===== config.mk =====
export PLATFORM = sky130hd
export DESIGN_NAME = top_if_adder
export DESIGN_NICKNAME = d
export VERILOG_FILES = /design/src/rtl/top_if_pkg.sv /design/src/rtl/top_if_alu.sv /design/src/rtl/top_if_adder.sv
export SDC_FILE = /design/constraint.sdc
export NUM_CORES = 1
export LEC_CHECK = 0
export ABC_AREA = 1
export CORE_ASPECT_RATIO = 1.25
export CORE_MARGIN = 2
export CORE_UTILIZATION = 41
export DETAILED_ROUTE_END_ITERATION = 8
export PLACE_DENSITY = 0.67
export SLEW_MARGIN = 40
export SYNTH_ARGS = -nofsm -noshare
export SYNTH_HDL_FRONTEND = slang
export SYNTH_HIERARCHICAL = 1
export SYNTH_SLANG_ARGS = --single-unit

===== constraint.sdc =====
create_clock -name clk -period 2.95 [get_ports clk]
set_input_delay 0.7375 -clock clk [delete_from_list [all_inputs] [get_ports clk]]
set_output_delay 0.7375 -clock clk [all_outputs]
set_load 0.05 [all_outputs]

===== src/rtl/top_if_pkg.sv =====
// Shared constants and types for the interface adder slice: default operand
// width and the registered-path operation encoding.
package top_if_pkg;

  localparam int WIDTH_DEF = 4;

  typedef enum logic [1:0] {
    OP_ADD = 2'b00,
    OP_SUB = 2'b01,
    OP_ACC = 2'b10,
    OP_CLR = 2'b11
  } op_e;

endpackage


===== src/rtl/top_if_alu.sv =====
// Combinational datapath: sum, borrow-extended difference and accumulate.
// All results are WIDTH+1 bits wide; the top bit is carry, borrow or acc MSB.
module top_if_alu #(
  parameter int WIDTH = 4
) (
  input  logic [WIDTH-1:0] a,
  input  logic [WIDTH-1:0] b,
  input  logic [WIDTH:0]   acc,
  output logic [WIDTH:0]   add_res,
  output logic [WIDTH:0]   sub_res,
  output logic [WIDTH:0]   acc_res
);

  assign add_res = {1'b0, a} + {1'b0, b};
  // Subtracting zero-extended operands leaves the borrow in bit WIDTH.
  assign sub_res = {1'b0, a} - {1'b0, b};
  assign acc_res = acc + {1'b0, a};

endmodule


===== src/rtl/top_if_adder.sv =====
// Adder with a free-running combinational sum and a one-deep registered
// ADD/SUB/ACC/CLR path behind a valid/ready handshake.
module top_if_adder
  import top_if_pkg::*;
#(
  parameter int WIDTH = WIDTH_DEF
) (
  input  logic             clk,
  input  logic             rst_n,
  input  logic [WIDTH-1:0] a,
  input  logic [WIDTH-1:0] b,
  output logic [WIDTH:0]   c,
  input  logic [1:0]       op,
  input  logic             in_valid,
  output logic             in_ready,
  output logic [WIDTH:0]   res,
  output logic             out_valid,
  input  logic             out_ready,
  output logic             zero,
  output logic [7:0]       txn_count
);

  logic [WIDTH:0] acc;
  logic [WIDTH:0] add_res, sub_res, acc_res;
  logic [WIDTH:0] nxt_res, nxt_acc;
  logic           accept;

  top_if_alu #(.WIDTH(WIDTH)) u_alu (
    .a       (a),
    .b       (b),
    .acc     (acc),
    .add_res (add_res),
    .sub_res (sub_res),
    .acc_res (acc_res)
  );

  assign c        = add_res;
  assign in_ready = !out_valid || out_ready;
  assign accept   = in_valid && in_ready;
  assign zero     = (res == '0);

  always_comb begin
    nxt_res = add_res;
    nxt_acc = acc;
    unique case (op_e'(op))
      OP_ADD: nxt_res = add_res;
      OP_SUB: nxt_res = sub_res;
      OP_ACC: begin
        nxt_res = acc_res;
        nxt_acc = acc_res;
      end
      OP_CLR: begin
        nxt_res = '0;
        nxt_acc = '0;
      end
      default: nxt_res = add_res;
    endcase
  end

  // Output stage: reload on accept, otherwise drain when the consumer takes it.
  always_ff @(posedge clk or negedge rst_n) begin
    if (!rst_n) begin
      out_valid <= 1'b0;
      res       <= '0;
    end else if (accept) begin
      out_valid <= 1'b1;
      res       <= nxt_res;
    end else if (out_ready) begin
      out_valid <= 1'b0;
    end
  end

  always_ff @(posedge clk or negedge rst_n) begin
    if (!rst_n) begin
      acc       <= '0;
      txn_count <= '0;
    end else if (accept) begin
      acc       <= nxt_acc;
      txn_count <= txn_count + 8'd1;
    end
  end

endmodule


---- After elaboration in Yosys (flattened, before gate mapping) ----
Cells that the tools add are included.
operators by class
  add/subtract/negate cells ............... 4
  eq/ne operators ......................... 3
  muxes and demuxes ....................... 4
  reductions and logical operators ........ 8
operator list
  operator               number
  $pmux W5 S4            1
  $pmux W5 S2            1
  $add A8 B1 Y8 const B  1
  $add A4 B4 Y5          1
  $add A5 B4 Y5          1
  $logic_not A5 Y1       1
  $sub A4 B4 Y5          1
  $eq A2 B2 Y1 const B   2
  $reduce_bool A2 Y1     2
  $eq A2 B1 Y1 const B   1
  $logic_not A2 Y1       1
  $mux W1                2
  $reduce_and A2 Y1      1
  $logic_and A1 B1 Y1    1
  $logic_not A1 Y1       1
  $logic_or A1 B1 Y1     1
word-level totals
  register bits ........................... 19
  input bits .............................. 14
  output and inout bits ................... 21
  word-level logic and storage cells ...... 23

---- Logic depth before layout (Yosys ltp) ----
Gate-level depths: netlist (run 1).
  depth after elaboration ................. 4
  gate-level depth with buffers ........... 12
  gate-level depth less buffers ........... 12

---- Cells and area by module ----
The synthesis (run 1) kept the hierarchy.
modules (own cells, without submodules)
  module        instances  cells an instance  area an instance (um2)  seq. area each (um2)
  top_if_adder  1          115                949.7                   475.5
  top_if_alu    1          70                 471.7                   0.0

---- Worst setup path before layout (run 1) ----
No wires, ideal clock.
  kind .................................... input-to-output
  from .................................... input a[0]
  to ...................................... output c[2]
  arrival time ............................ 2206 ps
  required time ........................... 2213 ps
  setup slack ............................. 7 ps
  stages .................................. 3
  path buffers ............................ 0
  cell sequence ........................... ha_1 fa_1 xnor2_1
between the ends
  cells in the longest elaborated chain, start to end .. 1
ends and longest elaborated chain
  element             RTL line            text
  start: declaration  top_if_adder.sv:10  input logic [WIDTH-1:0] a,
  $add A4 B4 Y5       top_if_alu.sv:14    assign add_res = {1'b0, a} + {1'b0, b};
  end: declaration    top_if_adder.sv:12  output logic [WIDTH:0] c,
No other way between the ends.

---- Worst setup path in the final report (run 1) ----
  from .................................... input a[2]
  to ...................................... output c[3]
The elaborated chain is that of the path after synthesis.

==> results.tsv, run 1 <==
stage	metric	value	unit
critical_path	CP most frequent cell	nand2_1	
power	power density over cell area	724	nW/µm²
floorplanning	Ports	35	
power	total power draw	0.00142	W
critical_path	crit path cell chain	clkdlybuf4s50_1 > ha_1 > nor2_1 > nand2_1 > nand2_1 > nand2_1 > nand2_1 > buf_12	
grt	initial antenna violation count	0	
worst_hold_path	Hold WC Path Type	primary input to asynchronous set/reset pin	
timing	Final Max Slew Viols	0	
critical_path	Max FO, Critical Path	3	
power	sw frac	47.6	%
timing	Final Hold Vio Count	0	
grt	vias in the first global route	1346	
logic_synthesis	register area share after synthesis	33.5	%
logic_synthesis	flops & latches, synth	19	
final_layout	ANT cells	0	
critical_path	Setup crit end kind	output port	
routing	drt pass-1 iters	4	
floorplanning	Die Y	69.8	µm
routing	Via Count	1344	
place	DP Wirelength	2640	µm
critical_path	Crit Path Category	primary input to output port	
timing	setup_tns	0	ns
logic_synthesis	Post-Synthesis Cells	185	
critical_path	CP max stage delay	0.51	ns
logic_synthesis	Syn Area/Cell	7.68	µm²
cts	latest clock arrival within the worst-skew pair	0.26	ns
logic_synthesis	cell taking the most area after synthesis	dfrtp_1	
grt	remaining global-route overflow	0	
timing	Max-slew headroom	66.3	%
critical_path	worst path required time	2.21	ns
cts	CTS tree	yes	
power	clock power share	12.6	%
floorplanning	# rows	23	
timing	Final min period	2.90	ns
critical_path	Slowest cell on crit path	clkdlybuf4s50_1	
final_layout	Layout Nets	258	
place	RD Place Congestion	0.811	
routing	final wirelength	3310	µm
status	outcome	completed	
floorplanning	Core Region	3250	µm²
power	Seq pwr share	29.9	%
timing	final period utilization	98.3	%
routing	Vias/cell	5.09	
grt	All-Layer GR Usage	17.3	%
timing	Fmax achieved	345	MHz
power	cell-internal power	0.000746	W
flow_run	max cap viols	0	
timing	final setup violation count	0	
routing	WL/cell	12.5	µm
cts	TritonCTS Buffers	3	
timing	Worst Skew	0.00319	ns
final_layout	Fill cells	292	
logic_synthesis	mapped cell area	1420	µm²
cts	H-tree Lvls	1	
place	port bufs	34	
timing	worst slew pin tran	0.504	ns
logic_synthesis	Unique masters post-synth	24	
logic_synthesis	Post-Syn Nets	215	
grt	global-route wire length before repair	5490	µm
logic_synthesis	Synth area leaders	dfrtp_1 (33%), nand2_1 (16%), ha_1 (11%)	
logic_synthesis	share of the synthesized area in the top cell type	33.5	%
final_layout	share of layout cells above drive strength 1	15.0	%
cts	CTS clk-pin slew, worst paths	0.07	ns
cts	Clock Sinks	19	
floorplanning	starting density of the core	43.7	%
grt	largest net degree at the start of global routing	20	
power	NetSw	0.000678	W
floorplanning	die area	3960	µm²
critical_path	Worst EP arrival	2.16	ns
power	leak pwr	1.05	nW
cts	Max Root-Sink Buffers	2	
floorplanning	die width	56.7	µm
routing	Antenna Nets Post-Route	0	
cts	hold-fix buffers at CTS	0	
final_layout	Layout area overhead	38.4	%
power	maximum vdd drop	0.633	mV
cts	clock root buffer	clkbuf_8	
power	combinational share of power	57.5	%
critical_path	startpoint types	primary input	
logic_synthesis	Yosys Warn Count	6	
routing	DR iter-0 viols	21	
routing	DRC	0	
-- sequential cells by signal, summed over array words and instances (netlist names) --
signal     flops
acc            5
res            5
txn_count      8
out_valid      1
-- placed cells by master, fill, tap and decap left out, types with 2 or more instances in the layout --
cell type        netlist  layout
nand3_1               17      17
inv_1                 25      25
a21oi_4                2       2
buf_4                  1       7
clkdlybuf4s50_1        0      23
xor2_1                 3       3
nand2_1               60      60
inv_2                  3       3
clkbuf_8               0       3
ha_1                  13      11
nor2_2                 2       2
buf_12                 0       6
dlymetal6s2s_1         0       3
nor2_1                 8       8
nor3b_1                2       2
nand3b_1               2       2
xnor2_1                4       3
a21oi_1                3       2
dfrtp_1               19      19
nand2_2                2       2
o21ai_0                9       9
fa_1                   3       2
-- area by class of cell --
class | count | area [µm²] | share of cell area (%)
clock buffers | 3 | 41.3 | 2.10
clock inverters | 1 | 5.00 | 0.254
inverters | 28 | 105 | 5.34
multi-input cells | 135 | 840 | 42.7
flip-flops and latches | 19 | 475 | 24.2
well taps | 37 | 46.3 | 2.35
repair buffers | 41 | 454 | 23.1
-- power groups by stage --
| stage | Combinational [W] | Clock (W) | Sequential [W] |
|---|---|---|---|
| 2_1_floorplan | 0.000313 | 0 | 0.000639 |
| 3_3_place_gp | 0.000800 | 0 | 0.000424 |
| 3_5_place_dp | 0.000812 | 0 | 0.000431 |
| 4_1_cts | 0.000818 | 0.000186 | 0.000427 |
| 5_1_grt | 0.000878 | 0.000199 | 0.000437 |
| 6_report | 0.000818 | 0.000180 | 0.000426 |
-- worst max-delay path, delay by kind of cell --
kind | cells | cell delay, ns
buf+inv | 2 | 0.66
simple gates | 5 | 0.46
fa+ha+maj | 1 | 0.30
-- final timing paths --
check | from | endpoint | slack [ns] | cells past startpoint
worst max-delay path | a[2] | c[3] | 0.05 | 8
worst min-delay path | rst_n | txn_count[4]$_DFFE_PN0P_ | 0.41 | 1
worst max register to register | acc[0]$_DFFE_PN0P_ | res[4]$_DFFE_PN0P_ | 1.29 | 11
worst min register to register | res[3]$_DFFE_PN0P_ | res[3]$_DFFE_PN0P_ | 0.52 | 2
max in group asynchronous | rst_n | txn_count[2]$_DFFE_PN0P_ | 2.24 | 1
min in group clk | res[3]$_DFFE_PN0P_ | res[3]$_DFFE_PN0P_ | 0.52 | 2
-- cells by family after synthesis --
logic type	share of synthesized area, %
simple gates	30.2
buf+inv	9.51
flops	33.5
fa+ha+maj	15.7
compound gates	6.87
xor+xnor	4.31
-- routing by layer --
layer | up-vias | GRT usage (%) | wire length [µm]
met3 | 10 | 3.17 | 131
met1 | 636 | 18.4 | 1290
met5 | - | 0 | 0
met4 | 0 | 8.20 | 83
met2 | 40 | 31.9 | 1800
li1 | 658 | - | -
-- per-stage QoR --
| stage | cell area (µm²) | util (%) | worst slack (ns) | std cells | hold slack (ns) |
|---|---|---|---|---|---|
| 2_1_floorplan | 1420 | - | 0.00681 | 185 | 0.442 |
| 3_3_place_gp | 1880 | 57.9 | 0.00910 | 259 | 0.493 |
| 3_5_place_dp | 1880 | 57.9 | -0.0537 | 259 | 0.507 |
| 4_1_cts | 1940 | 59.7 | 0.0129 | 264 | 0.522 |
| 5_1_grt | 1970 | 60.5 | -0.00228 | 264 | 0.443 |
| 6_report | 1970 | 60.5 | 0.0509 | 264 | 0.411 |
-- synthesized netlist by cell type --
master	number
inv_2	3
nand2_1	60
buf_4	1
o21ai_0	9
nand3_1	17
nor3b_1	2
nor2_4	1
nand2_2	2
nor2_1	8
xnor2_1	4
a21oi_1	3
nand3b_1	2
or2_1	1
buf_6	2
nand2_4	1
fa_1	3
o21ai_1	1
nor3_1	1
ha_1	13
dfrtp_1	19
inv_1	25
a21oi_4	2
xor2_1	3
nor2_2	2
-- what timing repair did --
| action | 4_1_cts | 5_1_grt |
|---|---|---|
| hold endpoints to repair | 0 | 0 |
| gates resized for setup | 3 | 7 |
| pin swaps | 1 | 4 |
| buffers inserted | 1 | 0 |
| setup endpoints to repair | 1 | 3 |
Note: power is estimated with default switching activity, not from simulation.
==> run 2, diff against run 1 <==
--- a/config.mk
+++ b/config.mk
@@ -5,12 +5,13 @@
 export SDC_FILE = /design/constraint.sdc
 export NUM_CORES = 1
 export LEC_CHECK = 0
-export ABC_AREA = 1
 export CORE_ASPECT_RATIO = 1.25
 export CORE_MARGIN = 2
 export CORE_UTILIZATION = 41
+export CTS_BUF_LIST = sky130_fd_sc_hd__clkbuf_4
 export DETAILED_ROUTE_END_ITERATION = 8
-export PLACE_DENSITY = 0.67
+export DONT_BUFFER_PORTS = 1
+export PLACE_DENSITY = 0.54
 export SLEW_MARGIN = 40
 export SYNTH_ARGS = -nofsm -noshare
 export SYNTH_HDL_FRONTEND = slang
==> results.tsv, run 2 <==
stage	metric	value	unit	change
flow_run	max cap viols	0		unchanged
cts	CTS-repair resized insts	0		-3
routing	final wirelength	2570	µm	-22%
cts	CTS tree	yes		
final_layout	Reg with most FFs	txn_count		
logic_synthesis	Post-Synthesis Cells	128		-31%
logic_synthesis	Synth area leaders	dfrtp_1 (33%), ha_1 (11%), xnor2_1 (6.7%)		
final_layout	share of layout cells above drive strength 1	18.5	%	+3.5 points
place	port bufs	0		-100%
timing	Final min period	2.66	ns	-0.241 ns
cts	Clock Sinks	19		unchanged
place	dpl cells	165		-36%
logic_synthesis	register area share after synthesis	32.9	%	-0.55 points
timing	setup_tns	0	ns	unchanged
cts	CTS clk-pin slew, worst paths	0.10	ns	+0.03 ns
logic_synthesis	most common cell in the netlist	dfrtp_1		
cts	H-tree Lvls	1		unchanged
floorplanning	Core Region	3420	µm²	+5.3%
floorplanning	Ports	35		unchanged
grt	largest net degree at the start of global routing	20		unchanged
cts	latest clock arrival within the worst-skew pair	0.29	ns	+0.03 ns
logic_synthesis	Syn Area/Cell	11.3	µm²	+47%
timing	Final Max Slew Viols	0		unchanged
routing	Vias/cell	5.42		+6.5%
grt	vias in the first global route	964		-28%
routing	Antenna Nets Post-Route	0		unchanged
place	RD Place Congestion	0.780		-3.8%
final_layout	largest registers	txn_count: 8 flops, acc: 5 flops, res: 5 flops		
critical_path	Setup crit end kind	output port		
power	leak pwr	0.710	nW	-32%
logic_synthesis	FFs w/ async S/R, synth	100	%	unchanged
final_layout	most common cell after layout, fill and taps aside	dfrtp_1		
critical_path	startpoint types	primary input		
timing	Fmax achieved	376	MHz	+9.1%
logic_synthesis	cell taking the most area after synthesis	dfrtp_1		
routing	DRC	0		unchanged
final_layout	max reg flops	8		unchanged
critical_path	R2R setup slack	0.90	ns	-0.39 ns
floorplanning	die width	57.1	µm	+0.77%
cts	hold-fix buffers at CTS	0		unchanged
logic_synthesis	Primary FF master, synth	dfrtp_1		
floorplanning	starting density of the core	42.2	%	-1.5 points
critical_path	worst path required time	2.21	ns	about the same
timing	worst slew pin tran	0.573	ns	+0.0689 ns
timing	unrepaired setup endpoints after global routing	false		
cts	# Post-CTS Setup Buffers	0		-1
grt	global-route wire length before repair	4520	µm	-18%
grt	All-Layer GR Usage	14.4	%	-2.9 points
power	power density over cell area	861	nW/µm²	+19%
floorplanning	# rows	24		+4.3%
routing	WL/cell	15.2	µm	+22%
critical_path	Max FO, Critical Path	7		+4
place	DP Wirelength	2120	µm	-20%
grt	remaining global-route overflow	0		unchanged
power	maximum vdd drop	0.485	mV	-23%
routing	DR iter-0 viols	37		+76%
final_layout	Layout Nets	161		-38%
timing	final period utilization	90.1	%	-8.2 points
logic_synthesis	Post-Syn Nets	158		-27%
cts	TritonCTS Buffers	3		unchanged
floorplanning	Die Y	70.4	µm	+0.78%
final_layout	commonest non-fill, non-tap cells in the layout	dfrtp_1 (19), ha_1 (13), xnor2_1 (11), inv_1 (11)		
logic_synthesis	Yosys Warn Count	6		unchanged
timing	Max-slew headroom	61.8	%	-4.5 points
logic_synthesis	Unique masters post-synth	36		+50%
logic_synthesis	flops & latches, synth	19		unchanged
critical_path	Worst EP arrival	1.92	ns	-0.24 ns
final_layout	Final Core Density	43.4	%	-17 points
timing	hold slack	0.126	ns	-0.285 ns
logic_synthesis	mapped cell area	1450	µm²	+1.7%
status	outcome	completed		
cts	clock root buffer	clkbuf_4		
routing	drt pass-1 iters	3		-1
logic_synthesis	share of the synthesized area in the top cell type	32.9	%	-0.55 points
final_layout	Finished Layout Cells	169		-36%
grt	initial antenna violation count	0		unchanged
timing	Final Hold Vio Count	0		unchanged
critical_path	Crit Path Category	primary input to output port		
final_layout	Layout area overhead	2.77	%	
timing	Worst Skew	0.00174	ns	-0.00145 ns
timing	final setup violation count	0		unchanged
cts	Max Root-Sink Buffers	2		unchanged
final_layout	ANT cells	0		unchanged
logic_synthesis	Synth top cells by count	dfrtp_1 (19), ha_1 (13), inv_1 (11), xnor2_1 (11)		
routing	Via Count	916		-32%
floorplanning	die area	4020	µm²	+1.6%
logic_synthesis	number of synthesized flops with an enable pin	0		unchanged
worst_hold_path	Hold WC Path Type	primary input to asynchronous set/reset pin		
-- run 2: cell count changes after synthesis, moves of 5 or more --
cell | previous run | this run
o21ai_0 | 9 | 0
nand2_1 | 60 | 0
mux2i_1 | 0 | 5
nor2b_1 | 0 | 5
nand3_1 | 17 | 2
xnor2_1 | 4 | 11
mux2_2 | 0 | 5
nor2_1 | 8 | 3
inv_1 | 25 | 11
mux2_4 | 0 | 5
-- run 2: logic make-up (layout without fill, tap and decap cells) --
kind of cell,Yosys count,in the layout,share of synthesized area [%]
fa+ha+maj,16,16,15.4
simple gates,31,31,15.7
compound gates,15,15,6.58
xor+xnor,14,14,8.49
mux,16,16,13.3
flops,19,19,32.9
buf+inv,17,19,7.62
-- run 2: worst paths after layout --
| path | from | end | depth (start not counted) |
|---|---|---|---|
| worst max register to register | acc[0]$_DFFE_PN0P_ | res[4]$_DFFE_PN0P_ | 9 |
| worst min register to register | acc[2]$_DFFE_PN0P_ | acc[2]$_DFFE_PN0P_ | 1 |
| max in group asynchronous | rst_n | txn_count[7]$_DFFE_PN0P_ | 0 |
| worst min-delay path | rst_n | txn_count[0]$_DFFE_PN0P_ | 0 |
| worst max-delay path | b[2] | c[3] | 6 |
| min in group clk | acc[2]$_DFFE_PN0P_ | acc[2]$_DFFE_PN0P_ | 1 |
-- run 2: metal layers --
layer	vias to the layer above	global-route usage (%)	wire, µm
met2	28	25.5	1370
met4	0	6.20	44
met3	4	3.70	132
met1	441	15.8	1020
met5	-	0	0
li1	443	-	-
-- run 2: cell type report --
cell class | count | area [µm²]
Timing Repair Buffer | 4 | 30.0
Clock buffer | 4 | 30.0
Multi-Input combinational cell | 92 | 860
Inverter | 11 | 41.3
Tap cell | 39 | 48.8
Fill cell | 352 | 1940
Sequential cell | 19 | 475
-- run 2: where the power goes --
group          internal [W]  total (W)  switching, W  leakage [nW]
Sequential         0.000348   0.000676      0.000327         0.239
Combinational      0.000237   0.000466      0.000229         0.452
Clock             0.0000618   0.000137     0.0000752        0.0184
-- run 2: worst max-delay path, stage by stage --
cell      delay (ns)
inv_1           0.02
ha_1            0.42
inv_1           0.11
a211oi_2        0.21
xor2_1          0.20
buf_4           0.23
-- run 2: metrics by stage --
| step | setup WS [ns] | cell area (µm²) | total power [W] |
|---|---|---|---|
| global route | 0.170 | 1490 | 0.00137 |
| detailed placement | 0.296 | 1460 | 0.00116 |
| CTS | 0.284 | 1490 | 0.00130 |
| floorplan | 0.00704 | 1450 | 0.00106 |
| finish | 0.292 | 1490 | 0.00128 |
| global placement | 0.334 | 1460 | 0.00114 |
